--- src/rtl/stack_ctrl_if.sv ---
// stack_ctrl_if: request/response and data-memory bus bundle for the stack sequencer
interface stack_ctrl_if;
  logic        push_req;
  logic        pop_req;
  logic        sp_load;
  logic [31:0] push_data;
  logic [31:0] sp_load_val;
  logic        busy;
  logic        done;
  logic        err;
  logic [31:0] pop_data;
  logic [31:0] sp;
  logic        mem_en;
  logic        mem_rw;
  logic [31:0] mem_addr;
  logic [31:0] mem_wdata;
  logic [31:0] mem_rdata;
  logic        mem_ack;
  modport slave (
    input  push_req, pop_req, sp_load, push_data, sp_load_val, mem_rdata, mem_ack,
    output busy, done, err, pop_data, sp, mem_en, mem_rw, mem_addr, mem_wdata
  );
  modport master (
    output push_req, pop_req, sp_load, push_data, sp_load_val, mem_rdata, mem_ack,
    input  busy, done, err, pop_data, sp, mem_en, mem_rw, mem_addr, mem_wdata
  );
endinterface

--- src/rtl/stack_ctrl.sv ---
// stack_ctrl: hardware stack sequencer owning SP and the single-word memory transaction
module stack_ctrl #(
  parameter logic [31:0] STACK_BASE  = 32'h0000_0000,
  parameter logic [31:0] STACK_LIMIT = 32'h0000_0400
) (
  input logic        clk,
  input logic        reset,
  stack_ctrl_if.slave bus
);
  typedef enum logic [1:0] {IDLE, XFER, DONE, ERR} state_t;
  localparam logic [31:0] SPAN = STACK_LIMIT - STACK_BASE;
  state_t state;
  logic   load_bad;
  // offset from base wraps to a huge value below base, so one compare covers both bounds
  assign load_bad = (bus.sp_load_val[1:0] != 2'b00) || ((bus.sp_load_val - STACK_BASE) > SPAN);
  // request arbitration, memory handshake and one-cycle completion pulses
  always_ff @(posedge clk or negedge reset) begin
    if (!reset) begin
      state         <= IDLE;
      bus.sp        <= STACK_BASE;
      bus.pop_data  <= '0;
      bus.mem_en    <= 1'b0;
      bus.mem_rw    <= 1'b0;
      bus.mem_addr  <= '0;
      bus.mem_wdata <= '0;
      bus.done      <= 1'b0;
      bus.err       <= 1'b0;
      bus.busy      <= 1'b0;
    end else begin
      bus.done <= 1'b0;
      bus.err  <= 1'b0;
      case (state)
        IDLE: begin
          if (bus.sp_load) begin
            bus.busy <= 1'b1;
            if (load_bad) begin
              state   <= ERR;
              bus.err <= 1'b1;
            end else begin
              state    <= DONE;
              bus.sp   <= bus.sp_load_val;
              bus.done <= 1'b1;
            end
          end else if (bus.push_req) begin
            bus.busy <= 1'b1;
            if (bus.sp == STACK_LIMIT) begin
              state   <= ERR;
              bus.err <= 1'b1;
            end else begin
              state         <= XFER;
              bus.mem_en    <= 1'b1;
              bus.mem_rw    <= 1'b1;
              bus.mem_addr  <= bus.sp;
              bus.mem_wdata <= bus.push_data;
            end
          end else if (bus.pop_req) begin
            bus.busy <= 1'b1;
            if (bus.sp == STACK_BASE) begin
              state   <= ERR;
              bus.err <= 1'b1;
            end else begin
              state        <= XFER;
              bus.mem_en   <= 1'b1;
              bus.mem_rw   <= 1'b0;
              bus.mem_addr <= bus.sp - 32'd4;
            end
          end
        end
        XFER: begin
          if (bus.mem_ack) begin
            state      <= DONE;
            bus.mem_en <= 1'b0;
            bus.done   <= 1'b1;
            bus.sp     <= bus.mem_rw ? bus.sp + 32'd4 : bus.sp - 32'd4;
            if (!bus.mem_rw) bus.pop_data <= bus.mem_rdata;
          end
        end
        DONE, ERR: begin
          state    <= IDLE;
          bus.busy <= 1'b0;
        end
        default: begin
          state    <= IDLE;
          bus.busy <= 1'b0;
        end
      endcase
    end
  end
endmodule
--- src/flat_wrapper.sv ---
// flat-port wrapper written by rule: the top's interface ports become plain ports
module stack_ctrl_flat 
#(
  parameter logic [31:0] STACK_BASE  = 32'h0000_0000,
  parameter logic [31:0] STACK_LIMIT = 32'h0000_0400
)
  (clk, reset, bus_push_req, bus_pop_req, bus_sp_load, bus_push_data, bus_sp_load_val, bus_mem_rdata, bus_mem_ack, bus_busy, bus_done, bus_err, bus_pop_data, bus_sp, bus_mem_en, bus_mem_rw, bus_mem_addr, bus_mem_wdata);
  stack_ctrl_if bus_i ();
  input logic clk;
  input logic reset;
  input wire logic [$bits(bus_i.push_req)-1:0] bus_push_req;
  input wire logic [$bits(bus_i.pop_req)-1:0] bus_pop_req;
  input wire logic [$bits(bus_i.sp_load)-1:0] bus_sp_load;
  input wire logic [$bits(bus_i.push_data)-1:0] bus_push_data;
  input wire logic [$bits(bus_i.sp_load_val)-1:0] bus_sp_load_val;
  input wire logic [$bits(bus_i.mem_rdata)-1:0] bus_mem_rdata;
  input wire logic [$bits(bus_i.mem_ack)-1:0] bus_mem_ack;
  output wire logic [$bits(bus_i.busy)-1:0] bus_busy;
  output wire logic [$bits(bus_i.done)-1:0] bus_done;
  output wire logic [$bits(bus_i.err)-1:0] bus_err;
  output wire logic [$bits(bus_i.pop_data)-1:0] bus_pop_data;
  output wire logic [$bits(bus_i.sp)-1:0] bus_sp;
  output wire logic [$bits(bus_i.mem_en)-1:0] bus_mem_en;
  output wire logic [$bits(bus_i.mem_rw)-1:0] bus_mem_rw;
  output wire logic [$bits(bus_i.mem_addr)-1:0] bus_mem_addr;
  output wire logic [$bits(bus_i.mem_wdata)-1:0] bus_mem_wdata;
  assign bus_i.push_req = bus_push_req;
  assign bus_i.pop_req = bus_pop_req;
  assign bus_i.sp_load = bus_sp_load;
  assign bus_i.push_data = bus_push_data;
  assign bus_i.sp_load_val = bus_sp_load_val;
  assign bus_i.mem_rdata = bus_mem_rdata;
  assign bus_i.mem_ack = bus_mem_ack;
  assign bus_busy = bus_i.busy;
  assign bus_done = bus_i.done;
  assign bus_err = bus_i.err;
  assign bus_pop_data = bus_i.pop_data;
  assign bus_sp = bus_i.sp;
  assign bus_mem_en = bus_i.mem_en;
  assign bus_mem_rw = bus_i.mem_rw;
  assign bus_mem_addr = bus_i.mem_addr;
  assign bus_mem_wdata = bus_i.mem_wdata;
  stack_ctrl #(.STACK_BASE(STACK_BASE), .STACK_LIMIT(STACK_LIMIT)) u_core (.clk(clk), .reset(reset), .bus(bus_i));
endmodule
--- config.mk ---
export PLATFORM = sky130hd
export DESIGN_NAME = stack_ctrl_flat
export DESIGN_NICKNAME = d
export VERILOG_FILES = /design/src/rtl/stack_ctrl_if.sv /design/src/rtl/stack_ctrl.sv /design/src/flat_wrapper.sv
export SDC_FILE = /design/constraint.sdc
export NUM_CORES = 1
export LEC_CHECK = 0
export ABC_CLOCK_PERIOD_IN_PS = 4500
export CAP_MARGIN = 20
export CORE_MARGIN = 5
export CORE_UTILIZATION = 51
export DETAILED_ROUTE_END_ITERATION = 12
export PLACE_DENSITY = 0.87
export SLEW_MARGIN = 15
export SYNTH_ARGS = -nofsm -noshare
export SYNTH_HDL_FRONTEND = slang
export SYNTH_SLANG_ARGS = --single-unit
--- constraint.sdc ---
create_clock -name clk -period 4.5 [get_ports clk]
set_input_delay 0.45 -clock clk [delete_from_list [all_inputs] [get_ports clk]]
set_output_delay 0.45 -clock clk [all_outputs]
set_load 0.02 [all_outputs]
-- Yosys cells after proc, flatten, opt, wreduce, memory -nomap -nowiden
Cells that the tools add are included.
- bits in registers: 135
- output and inout bits: 133
- word-level logic and storage cells: 87
- $add $sub $neg: 2
- $lt $le $gt $ge: 1
- eq/ne operators: 14
- multiplexer cells: 42
- bitwise gates (word level): 3
- reductions and logical operators: 15
- operators by type and width (cell ; number):
    two-way mux 32 bit ; 8
    case mux 32 bit (2 select lines) ; 1
    adder 32 x 3 -> 32 bit (second input constant) ; 1
    == test 32 x 11 -> 1 bit (second input constant) ; 1
    greater-than comparator 32 x 11 -> 1 bit (second input constant) ; 1
    zero test 32 bit ; 1
    subtractor 32 x 3 -> 32 bit (second input constant) ; 1
    two-way mux 1 bit ; 23
    two-way mux 2 bit ; 6
    != test 2 bit (second input constant) ; 6
    != test 3 bit (second input constant) ; 3
    AND reduction 4 bit ; 2
    nonzero test 2 bit ; 4
    case mux 1 bit (2 select lines) ; 3
    case mux 2 bit (3 select lines) ; 1
    AND reduction 6 bit ; 1
    AND reduction 5 bit ; 1
    == test 2 bit (second input constant) ; 2
    != test 4 bit (second input constant) ; 1
    AND reduction 2 bit ; 2
    inverter 1 bit ; 3
    AND reduction 3 bit ; 1
    == test 2 x 1 -> 1 bit (second input constant) ; 1
    zero test 2 bit ; 1
    other kinds (2) ; 2

-- Depth between registers and ports, before layout
- word-level depth: 6
- gate-level depth with buffers: 10
- mapped depth without buffers: 7

-- Least setup slack after synthesis
OpenSTA, ideal clock, no wires.
- kind: reg-to-reg
- start point: register u_core.bus.sp[2]
- end point: register u_core.bus.mem_addr[14]
- library setup time: 125 ps
- data arrival time: 2373 ps
- data required time: 4375 ps
- path slack: 2001 ps
- stages on the path, launching flop included: 9
- path buffers: 1
- cells stage by stage: dfrtp_1 -> clkbuf_1 -> inv_1 -> ha_1 -> nor3b_1 -> nand3_1 -> or4_1 -> xnor2_1 -> mux2_4
- word-level cells in the longest chain between the ends: 4
- elaborated cells between the ends (all ways): 9
- classes of those cells: 1 x add/sub; 3 x eq/ne; 3 x mux; 2 x reduce/logical
- RTL lines (what ; line ; text):
    start: declaration ; stack_ctrl_if.sv:21 ; output busy, done, err, pop_data, sp, mem_en, mem_rw, mem_addr, mem_wdata
    start signal: assignment ; stack_ctrl.sv:41 ; bus.sp <= bus.sp_load_val;
    start signal: assignment ; stack_ctrl.sv:74 ; bus.sp <= bus.mem_rw ? bus.sp + 32'd4 : bus.sp - 32'd4;
    subtractor 32 x 3 -> 32 bit ; stack_ctrl.sv:65 ; bus.mem_addr <= bus.sp - 32'd4;
    two-way mux 32 bit ; stack_ctrl.sv:58 ; if (bus.sp == STACK_BASE) begin
    two-way mux 32 bit ; stack_ctrl.sv:56 ; end else if (bus.pop_req) begin
    two-way mux 32 bit ; stack_ctrl.sv:44 ; end else if (bus.push_req) begin
    end signal: assignment ; stack_ctrl.sv:53 ; bus.mem_addr <= bus.sp;
    end signal: assignment ; stack_ctrl.sv:65 ;
    end: declaration ; stack_ctrl_if.sv:21 ;
Several ways; a longest one is shown, not always the timed one. The select of a mux whose other input is x is not followed.
A chain may end at the register's enable or synchronous reset.

-- Worst setup path in the final report
- start point: register u_core.bus.sp[2]
- end point: register u_core.bus.mem_addr[21]
Same word-level chain as after synthesis.

==> results.sh <==
export IMPL_status="completed"
export IMPL_async_flop_share=1.000
export IMPL_dr_total_vias=6341
export IMPL_synth_top_area_share=0.4629
export IMPL_ys_ff_latch=135
export IMPL_r2r_setup_slack_ps=1580
export IMPL_cap_violations=0
export IMPL_cp_max_fo=21
export IMPL_cts_sinks=135
export IMPL_cts_hold_buf=0
export IMPL_cp_start_kind="register"
export IMPL_maxSlewViolCount=0
export IMPL_port_buffers=234
export IMPL_pwr_density_cell_nw_per_um2=687.6
export IMPL_rsz0062_at_grt="no"
export IMPL_use_met1=0.3504
export IMPL_synth_warnings=0
export IMPL_skew_ps=8.098
export IMPL_die_h_um=129.6
export IMPL_synth_cell_types=64
export IMPL_cts_buffer_depth=2
export IMPL_cts_resized_gates=0
export IMPL_p_leak_nw=4.238
export IMPL_dieArea_um2=16800
export IMPL_hold_viol=0
export IMPL_start_util=0.5237
export IMPL_antennaDiodeCount=0
export IMPL_fp_row_count=43
export IMPL_clk_pin_slew_ps=60
export IMPL_fill_cells=909
export IMPL_totalWireLength_mm=22.57
export IMPL_drive_above_1_share=0.1757
export IMPL_worstPathRequired_ps=4800
export IMPL_core_area_um2=13930
export IMPL_antenna_found_initial=0
export IMPL_clock_latency_ps=420
export IMPL_cts_tree="done"
export IMPL_ys_seq_area_frac=0.4629
export IMPL_drc=0
export IMPL_path_class="reg -> reg"
export IMPL_syn_area_um2=7298
export IMPL_globalplace_congestion=0.9650
export IMPL_yosysMostFrequentCell="dfrtp_1"
export IMPL_avgSynthCellArea_um2=10.89
export IMPL_synth_top_cell_by_area="dfrtp_1"
export IMPL_drtIter0Drc=664
export IMPL_cts_setup_buffers=0
export IMPL_grt_busiest_layer="met2"
export IMPL_hold_path_class="in -> async"
export IMPL_avgViaCountPerCell=5.937
export IMPL_syn_nets=775
export IMPL_area_growth_pct=41.23
export IMPL_grt_max_degree=106
export IMPL_yosys_most_used_dff="dfrtp_1"
export IMPL_grt_pass1_wl_mm=34.89
export IMPL_dp_final_hpwl_mm=15.82
export IMPL_synth_edf_count=0
export IMPL_numCtsBuffers=17
export IMPL_grt_overflow=0
export IMPL_yosys_top_cells_area="dfrtp_1, mux2_2, mux2_4"
export IMPL_grt_total_usage=0.2683
export IMPL_reg2reg_depth=8
export IMPL_final_min_clock_period_ps=2921
export IMPL_grt_pass1_vias=6381
export IMPL_firstDrtPassIters=5
export IMPL_ios=235
export IMPL_max_vdd_ir_drop_mv=0.6193
export IMPL_relSlewSlack=0.2924
export IMPL_synthTopCellsByCount="dfrtp_1, mux2_2, nor2_1"
export IMPL_use_met2=0.4331
export IMPL_syn_inst=670
export IMPL_final_core_util=0.7397
export IMPL_avgRoutedWirePerCell_um=21.13
export IMPL_cts_htree_levels=4
export IMPL_finalSetupViolCount=0
export IMPL_crit_arrival_ps=3220
export IMPL_clock_root_buffer="clkbuf_16"
export IMPL_gr_usage_met3=0.06678
export IMPL_fmax_ghz=0.3424
export IMPL_tightest_slew_ps=1059
export IMPL_die_w_um=129.6
export IMPL_cp_end_kind="register"
export IMPL_ant_nets=0
export IMPL_final_nets=980
export IMPL_finalCritPeriodShare=0.6490
export IMPL_fin_tns_setup_ps=0
[power by group]
group / leakage, nW / switching (W) / total (W) / internal (W)
Sequential: 1.65 / 0.000547 / 0.00226 / 0.00171
Clock: 0.314 / 0.000524 / 0.00154 / 0.00101
Combinational: 2.27 / 0.00168 / 0.00329 / 0.00161
Total: 4.24 / 0.00275 / 0.00709 / 0.00434
[state kept, by name, summed over array words and instances (netlist names)]
| name | flops |
|---|---|
| u_core.bus.busy | 1 |
| u_core.bus.done | 1 |
| u_core.bus.err | 1 |
| u_core.bus.mem_addr | 32 |
| u_core.bus.mem_en | 1 |
| u_core.bus.mem_rw | 1 |
| u_core.bus.mem_wdata | 32 |
| u_core.bus.pop_data | 32 |
| u_core.bus.sp | 32 |
| u_core.state | 2 |
[worst paths after layout]
kind,startpoint,endpoint
hold reg to reg,u_core.bus.mem_wdata[8]$_DFFE_PN0P_,u_core.bus.mem_wdata[8]$_DFFE_PN0P_
setup reg to reg,u_core.bus.sp[2]$_DFFE_PN0P_,u_core.bus.mem_addr[21]$_DFFE_PN0P_
min in group clk,u_core.bus.mem_wdata[8]$_DFFE_PN0P_,u_core.bus.mem_wdata[8]$_DFFE_PN0P_
max in group asynchronous,reset,u_core.bus.mem_addr[4]$_DFFE_PN0P_
hold / removal,reset,u_core.bus.mem_wdata[27]$_DFFE_PN0P_
setup / recovery,u_core.bus.sp[2]$_DFFE_PN0P_,u_core.bus.mem_addr[21]$_DFFE_PN0P_
[critical path: stages, from the launching register on]
cell and delay [ps]:
dfrtp_1 640, inv_1 130, ha_1 220, nor4b_1 150, nand4_1 140, nor3_2 90, nor2_4 660, buf_4 420
mux2_4 330
[routing by layer]
| metal | vias to the layer above | routed length, µm |
|---|---|---|
| li1 | 2875 | - |
| met5 | - | 0 |
| met2 | 382 | 11110 |
| met1 | 3019 | 8660 |
| met4 | 0 | 676 |
| met3 | 65 | 2121 |
[metrics by stage]
stage / total power [W] / hold slack [ps] / setup WS (ps) / area (µm²) / cells
floorplan: 0.004035 / 154.4 / 2001 / 7298 / 670
global placement: 0.005430 / 483.0 / 1482 / 9654 / 1036
detailed placement: 0.005500 / 493.0 / 1427 / 9654 / 1036
CTS: 0.007093 / 200.7 / 1622 / 10310 / 1068
global route: 0.007421 / 247.4 / 1478 / 10310 / 1068
finish: 0.007088 / 164.0 / 1579 / 10310 / 1068
[area by class of cell]
| class | instances | area (µm²) | share of cell area |
|---|---|---|---|
| timing repair buffer | 242 | 2404 | 0.2332 |
| tap | 180 | 225.2 | 0.02185 |
| clock buffer | 21 | 460.4 | 0.04467 |
| multi-input combinational | 462 | 3583 | 0.3477 |
| clock inverter | 11 | 192.7 | 0.01869 |
| inverter | 17 | 63.81 | 0.006191 |
| sequential | 135 | 3378 | 0.3277 |
[cells in the final DEF (no fill, tap or decap), drive strengths merged, types with 17 or more instances in the layout]
master	Yosys	layout
nor2	49	49
nor4	30	30
nor3	36	36
nand2	32	32
nand3	23	23
dfrtp	135	135
inv	17	19
clkdlybuf4s50	0	233
mux2	97	97
clkbuf	26	21
nand4	17	17
xnor2	17	17
[logic make-up after synthesis]
group	Yosys count	synth area share
mux	104	0.1737
buf+inv	73	0.04783
compound gates	87	0.08692
simple gates	237	0.1864
xor+xnor	31	0.03720
fa+ha+maj	3	0.005144
flops	135	0.4629
Note: power is estimated with default switching activity, not from simulation.
